===== src/rtl/decode_exec_cond_unit.sv =====
// Decode, ALU execute and condition evaluation for the ARM-subset pipeline.
// The only state is the NZCV flag register; everything else is combinational.
module decode_exec_cond_unit (
  input  logic        clk,
  input  logic        reset,
  input  logic [31:0] instruction,
  input  logic [31:0] alu_a,
  input  logic [31:0] alu_b,
  input  logic [3:0]  ex_alu_op,
  input  logic        ex_store_cc,
  input  logic        shifter_carry,
  output logic [3:0]  id_alu_op,
  output logic [1:0]  id_am,
  output logic        id_load,
  output logic        id_mem_write,
  output logic        id_mem_e,
  output logic        id_mem_size,
  output logic        store_cc,
  output logic        id_b,
  output logic        id_bl,
  output logic        rf_e,
  output logic [31:0] alu_result,
  output logic        alu_n,
  output logic        alu_z,
  output logic        alu_c,
  output logic        alu_v,
  output logic [3:0]  flags_nzcv,
  output logic        cond_true,
  output logic        branch,
  output logic        branch_link
);

  // Returns {V, C, sum[31:0]} for x + y + cin; subtraction is done by the
  // caller passing ~operand, so C already comes out as NOT borrow.
  function automatic logic [33:0] add_flags(input logic signed [31:0] x,
                                            input logic signed [31:0] y,
                                            input logic cin);
    logic [32:0]        sum;
    logic signed [31:0] res;
    logic               ovf;
    sum = {1'b0, x} + {1'b0, y} + {32'd0, cin};
    res = sum[31:0];
    ovf = ((x < 0) == (y < 0)) && ((res < 0) != (x < 0));
    return {ovf, sum[32], sum[31:0]};
  endfunction

  function automatic logic cond_eval(input logic [3:0] cc, input logic [3:0] f);
    logic n, z, c, v;
    {n, z, c, v} = f;
    case (cc)
      4'b0000: return z;
      4'b0001: return !z;
      4'b0010: return c;
      4'b0011: return !c;
      4'b0100: return n;
      4'b0101: return !n;
      4'b0110: return v;
      4'b0111: return !v;
      4'b1000: return c && !z;
      4'b1001: return !c || z;
      4'b1010: return n == v;
      4'b1011: return n != v;
      4'b1100: return !z && (n == v);
      4'b1101: return z || (n != v);
      4'b1110: return 1'b1;
      default: return 1'b0;
    endcase
  endfunction

  // ID stage: instruction decode
  always_comb begin
    id_alu_op    = 4'b0000;
    id_am        = 2'b00;
    id_load      = 1'b0;
    id_mem_write = 1'b0;
    id_mem_e     = 1'b0;
    id_mem_size  = 1'b0;
    store_cc     = 1'b0;
    id_b         = 1'b0;
    id_bl        = 1'b0;
    rf_e         = 1'b0;
    if (instruction != 32'd0) begin
      if (instruction[27:26] == 2'b00) begin
        id_alu_op = instruction[24:21];
        store_cc  = instruction[20];
        if (instruction[25])      id_am = 2'b00;
        else if (!instruction[4]) id_am = 2'b11;
        else                      id_am = 2'b01;
        // TST/TEQ/CMP/CMN only produce flags
        rf_e = (instruction[24:23] != 2'b10);
      end else if (instruction[27:26] == 2'b01) begin
        id_mem_e     = 1'b1;
        id_load      = instruction[20];
        id_mem_write = ~instruction[20];
        id_mem_size  = instruction[22];
        rf_e         = instruction[20];
        id_alu_op    = instruction[23] ? 4'b0100 : 4'b0010;
        id_am        = instruction[25] ? 2'b01 : 2'b10;
      end else if (instruction[27:25] == 3'b101) begin
        id_bl     = instruction[24];
        id_b      = ~instruction[24];
        rf_e      = instruction[24];
        id_alu_op = 4'b0100;
        id_am     = 2'b00;
      end
    end
  end

  // EX stage: ALU, carry-in always from the registered C
  always_comb begin
    logic [33:0] arith;
    logic        is_arith;
    logic        cin;
    cin        = flags_nzcv[1];
    arith      = '0;
    is_arith   = 1'b1;
    alu_result = 32'd0;
    case (ex_alu_op)
      4'b0010, 4'b1010: arith = add_flags(alu_a, ~alu_b, 1'b1);
      4'b0011:          arith = add_flags(alu_b, ~alu_a, 1'b1);
      4'b0100, 4'b1011: arith = add_flags(alu_a, alu_b, 1'b0);
      4'b0101:          arith = add_flags(alu_a, alu_b, cin);
      4'b0110:          arith = add_flags(alu_a, ~alu_b, cin);
      4'b0111:          arith = add_flags(alu_b, ~alu_a, cin);
      default:          is_arith = 1'b0;
    endcase
    if (is_arith) begin
      alu_result = arith[31:0];
    end else begin
      case (ex_alu_op)
        4'b0000, 4'b1000: alu_result = alu_a & alu_b;
        4'b0001, 4'b1001: alu_result = alu_a ^ alu_b;
        4'b1100:          alu_result = alu_a | alu_b;
        4'b1101:          alu_result = alu_b;
        4'b1110:          alu_result = alu_a & ~alu_b;
        default:          alu_result = ~alu_b;
      endcase
    end
    alu_n = alu_result[31];
    alu_z = (alu_result == 32'd0);
    alu_c = is_arith ? arith[32] : shifter_carry;
    alu_v = is_arith ? arith[33] : flags_nzcv[0];
  end

  // Flag register stage boundary
  always_ff @(posedge clk or negedge reset) begin
    if (!reset)           flags_nzcv <= 4'b0000;
    else if (ex_store_cc) flags_nzcv <= {alu_n, alu_z, alu_c, alu_v};
  end

  // Condition check forwards live ALU flags from a flag-setting EX op
  always_comb begin
    logic [3:0] flag_src;
    flag_src    = ex_store_cc ? {alu_n, alu_z, alu_c, alu_v} : flags_nzcv;
    cond_true   = cond_eval(instruction[31:28], flag_src);
    branch      = cond_true & id_b;
    branch_link = cond_true & id_bl;
  end

endmodule


===== config.mk =====
export PLATFORM = sky130hd
export DESIGN_NAME = decode_exec_cond_unit
export DESIGN_NICKNAME = d
export VERILOG_FILES = /design/src/rtl/decode_exec_cond_unit.sv
export SDC_FILE = /design/constraint.sdc
export NUM_CORES = 1
export LEC_CHECK = 0
export ABC_AREA = 1
export BUFFER_PORTS_ARGS = -buffer_cell sky130_fd_sc_hd__buf_2
export CAP_MARGIN = 30
export CORE_ASPECT_RATIO = 1.25
export CORE_MARGIN = 5
export CORE_UTILIZATION = 55
export CTS_CLUSTER_DIAMETER = 100
export CTS_CLUSTER_SIZE = 8
export DETAILED_ROUTE_END_ITERATION = 7
export PLACE_DENSITY = 0.82
export SLEW_MARGIN = 20
export SYNTH_ARGS = -nofsm -noshare
export SYNTH_HDL_FRONTEND = slang
export SYNTH_SLANG_ARGS = --single-unit

===== constraint.sdc =====
create_clock -name clk -period 5.3 [get_ports clk]
set_input_delay 0.795 -clock clk [delete_from_list [all_inputs] [get_ports clk]]
set_output_delay 0.795 -clock clk [all_outputs]
set_load 0.1 [all_outputs]

==> results.toml, run 1 <==
[synthesis]
ys_types = 51
synth_largest_area_cell = "nand2_1"
synth_edf_count = 0
avgSynthCellArea_um2 = 4.941
synth_xor_xnor_area_share_pct = 1.624
yosysWarnings = 0
synth_area_um2 = 17260
postSynthCellCount = 3493
ys_ff_latch = 4
synthTopCellsByArea = "nand2_1 (28%), nand3_1 (12%), inv_1 (11%)"
synth_top_family_by_area = "simple AND/OR/NAND/NOR gates"
async_flop_share_pct = 100.0
synth_compound_area_share_pct = 9.547
ys.flop_type = "dfrtp_1"
yosys.area_share.adder_pct = 10.57
yosysTopAreaCellShare_pct = 28.25
synth-simple-area-share_pct = 63.91
syn_nets = 3741
synthMuxAreaShare_pct = 0
seq_area_frac_synth_pct = 0.5799

[cts]
numClockSinks = 4
clockRootBuffer = "clkbuf_16"
numCtsBuffers = 3
htreeDepth = 1
clock_path_buffers = 2

[global_route]
grt_usage_pct = 78.24
grt_pass1_vias = 36306
grt_overflow_total = 636
grt_pass1_wl_um = 222100
grt_max_degree = 30

[die]
die_w_um = 168.5
rows = 72
ios = 161
die_h_um = 208.1
start_util_pct = 55.70

[outcome]
firstError = "[ERROR GRT-0116] Global routing finished with congestion. Check the congestion regions in the DRC Viewer."
status = "did not finish"
flow.stopped_at = "global routing"

[placement]
gp_congestion = 1.277
io_buffer_count = 160
place_hpwl_um = 76240
-- per-layer routing --
layer  GRT overflow  track usage [%]
met5              2            36.75
met4            230            80.54
met3              8            70.48
met2            387            91.22
met1              9            74.62
-- cell families after synthesis --
group,after synthesis
and+or+nand+nor,2432
buffers and inverters,602
AOI/OAI and AO/OA,279
adders and majority gates,144
xor gates and xnor gates,32
DFF,4
-- metrics by stage --
step	setup slack (ns)	cell area (um^2)	std cells	hold slack [ns]
2_1_floorplan	-1.009	17480	3493	0.4994
3_3_place_gp	-0.5707	24310	4728	0.6014
3_5_place_dp	-0.7046	24310	4728	0.6036
4_1_cts	-0.2214	26100	4785	0.3644
-- Yosys cell counts (all sizes together), types with 2 or more instances --
| master | n |
|---|---|
| nand2 | 1374 |
| inv | 525 |
| nor2 | 450 |
| nand3 | 443 |
| ha | 141 |
| nand4 | 110 |
| a21oi | 104 |
| o21ai | 98 |
| buf | 36 |
| xor2 | 32 |
| clkbuf | 30 |
| nor3 | 27 |
| o22ai | 22 |
| a211oi | 16 |
| clkinv | 11 |
| nand3b | 9 |
| o31ai | 9 |
| o211ai | 8 |
| o32ai | 7 |
| nor4 | 6 |
| and2 | 5 |
| o21bai | 5 |
| dfrtp | 4 |
| or2 | 4 |
| a221oi | 3 |
| fa | 3 |
| a31oi | 2 |
| and3 | 2 |
| nor3b | 2 |
| o221ai | 2 |
-- timing repair --
action,CTS
hold buffers,0
hold endpoints to repair,0
endpoints found under the setup margin,4
pin swaps,130
setup buffers,54
gates resized for setup,343
==> inputs of run 2 (changes only) <==
Settings changed: CORE_ASPECT_RATIO 1.25 to not set, CORE_UTILIZATION 55 to 40, CTS_CLUSTER_DIAMETER 100 to not set, CTS_CLUSTER_SIZE 8 to not set, PLACE_DENSITY 0.82 to not set, PLACE_DENSITY_LB_ADDON set to 0.15.
==> run 2 against run 1 <==
Net effect:
- the flow now finishes, with violations (negative setup slack)
- synthesized area unchanged
- synthesized cell count stayed put
==> results.toml, run 2 <==
[route]
drt-met1-wl_um = 41600
antenna_left = 0
top_layer = "met4"
vias_per_cell = 5.301
drtPass1Iterations = 6
wl_met3_um = 9330
met2_wirelength_um = 41710
wirelength_um = 97890
wl_per_cell_um = 19.07
drt_iter0_drc = 2689
drc = 0
vias = 27212

[worst_setup_path]
critical_path.max_stage_delay_ns = 0.43
crit_arrival_ns = 4.93
critical_path_class = "input pin to primary output"
crit_path_frequent_cell = "nor2_4"
cp.required_ns = 4.51
end_kind = "primary output"
cp_max_fo = 4
slowest_stage = "fa_2"
startpoint_type = "input pin"

[cts]
htreeDepth = 1
numClockSinks = 4
clk_pin_slew_ns = 0.03
tritoncts = "yes"
numCtsBuffers = 3
worstSkewPairLatency_ns = 0.23
clockRootBuffer = "clkbuf_16"
cts.hold.buffers_added = 0
clock_path_buffers = 2

[timing]
fmax_ghz = 0.1747
tightest_slew_ns = 1.017
hold_viol = 0
setup_viol = 4
max_slew_margin_pct = 31.49
min_period_over_period_pct = 108.0
layout_setup_ws_ns = -0.4251
fin_tns_setup_ns = -1.237
rsz0062_at_grt = "yes"
min_period_ns = 5.725
fin_skew_ns = 0.0005665
report.final.slew_viol_count = 0

[finish]
largest_register_ffs = 4
drive_gt1_share_pct = 42.08
top_regs = "flags_nzcv (4)"
most-common-layout-cells = "nand2_1 (1,114), buf_4 (910), inv_1 (446), nand3_1 (338), nand2_2 (204)"
final_common_cell = "nand2_1"
final_util_pct = 67.35
top_register = "flags_nzcv"
design_area_um2 = 28880
antenna_cells = 0
area_growth_pct = 67.34
layout.nets = 4798

[die]
ios = 161
rows = 76
die_area_um2 = 47400
fp.coreArea_um2 = 42890
die_w_um = 217.7
start_util_pct = 40.25
die_h_um = 217.7

[global_route]
grt_pass1_vias = 24495
antenna_found_initial = 0
grt_overflow_total = 0
grt_usage_pct = 38.61
grt_max_degree = 27
grt_pass1_wl_um = 140900

[synthesis]
syn_nets = 3741
synth_largest_area_cell = "nand2_1"
yosysTopAreaCellShare_pct = 28.25
seq_area_frac_synth_pct = 0.5799
synthTopCellsByCount = "nand2_1 (1,299), inv_1 (488), nand3_1 (414)"
yosysMostFrequentCell = "nand2_1"
yosysWarnings = 0
async_flop_share_pct = 100.0
synthTopCellsByArea = "nand2_1 (28%), nand3_1 (12%), inv_1 (11%)"
synth_edf_count = 0
ys_ff_latch = 4
ys_types = 51
postSynthCellCount = 3493
synth_area_um2 = 17260
avgSynthCellArea_um2 = 4.941
ys.flop_type = "dfrtp_1"

[outcome]
status = "finished with violations"
violations = "negative setup slack"

[power_and_ir_drop]
power.total_w = 0.004756
p_leak_nw = 15.36
peakVddDrop_mv = 0.1762
powerDensity_nw_per_um2 = 164.7

[job]
maxCapViolCount = 0

[placement]
placed_area_um2 = 25700
io_buffer_count = 160
dp_slack_ns = -1.002
gp_congestion = 1.044
place_hpwl_um = 84910

[hold_path]
hp-class = "input pin to async pin"
==> run 2: routing by layer <==
| layer | track usage, % | vias up |
|---|---|---|
| met5 | 0 | - |
| met4 | 15.57 | 0 |
| met3 | 3.804 | 220 |
| met2 | 59.98 | 1332 |
| met1 | 54.77 | 12458 |
| li1 | - | 13202 |
==> run 2: final timing paths <==
kind | startpoint | end | slack, ns | depth (start not counted)
setup / recovery | alu_a[0] | branch | -0.43 | 31
hold / removal | reset | flags_nzcv[3] | 0.37 | 1
setup reg to reg | flags_nzcv[1] | flags_nzcv[2] | 1.70 | 26
hold reg to reg | flags_nzcv[3] | flags_nzcv[3] | 0.71 | 3
max in group asynchronous | reset | flags_nzcv[1] | 4.81 | 1
min in group clk | flags_nzcv[3] | flags_nzcv[3] | 0.71 | 3
==> run 2: repair_timing <==
action,in CTS,in global routing
buffers inserted,31,49
gates resized for setup,281,409
pin swaps,91,191
setup endpoints to repair,4,4
==> run 2: cell type report <==
class / instances / area (um^2)
Inverter: 536 / 2051
Timing Repair Buffer: 1118 / 8676
Sequential cell: 4 / 100.1
Fill cell: 4197 / 14000
Multi-Input combinational cell: 2887 / 17250
Tap cell: 585 / 732.0
Clock buffer: 3 / 75.07
==> run 2: cells by family after synthesis <==
kind of cell               count (synthesis)  share of synthesized area, %
xor gates and xnor gates                  32                         1.624
DFF                                        4                        0.5799
buffers and inverters                    602                         13.77
adders and majority gates                144                         10.57
AOI/OAI and AO/OA                        279                         9.547
and+or+nand+nor                         2432                         63.91
==> run 2: where the power goes <==
| group | internal, W | switching [W] | total [W] | leakage, nW |
|---|---|---|---|---|
| registers | 0.0000344 | 0.00000624 | 0.0000407 | 0.0503 |
| logic | 0.00177 | 0.00283 | 0.00460 | 15.3 |
| clock network | 0.0000965 | 0.0000228 | 0.000119 | 0.0370 |
| total | 0.00190 | 0.00286 | 0.00476 | 15.4 |
==> run 2: through the flow <==
step	std cells	hold WS [ns]
2_1_floorplan	3493	0.4994
3_3_place_gp	5053	0.6007
3_5_place_dp	5053	0.5998
4_1_cts	5086	0.3657
5_1_grt	5133	0.3749
6_report	5133	0.3685
==> run 2: critical path, delay by kind of cell <==
kind | cells | cell delay [ns]
adder cells (fa/ha/maj) | 2 | 0.59
AND/OR/NAND/NOR | 21 | 2.42
buffers and inverters | 7 | 0.93
AO/OA/AOI/OAI | 1 | 0.18
Note: power is estimated with default switching activity, not from simulation.
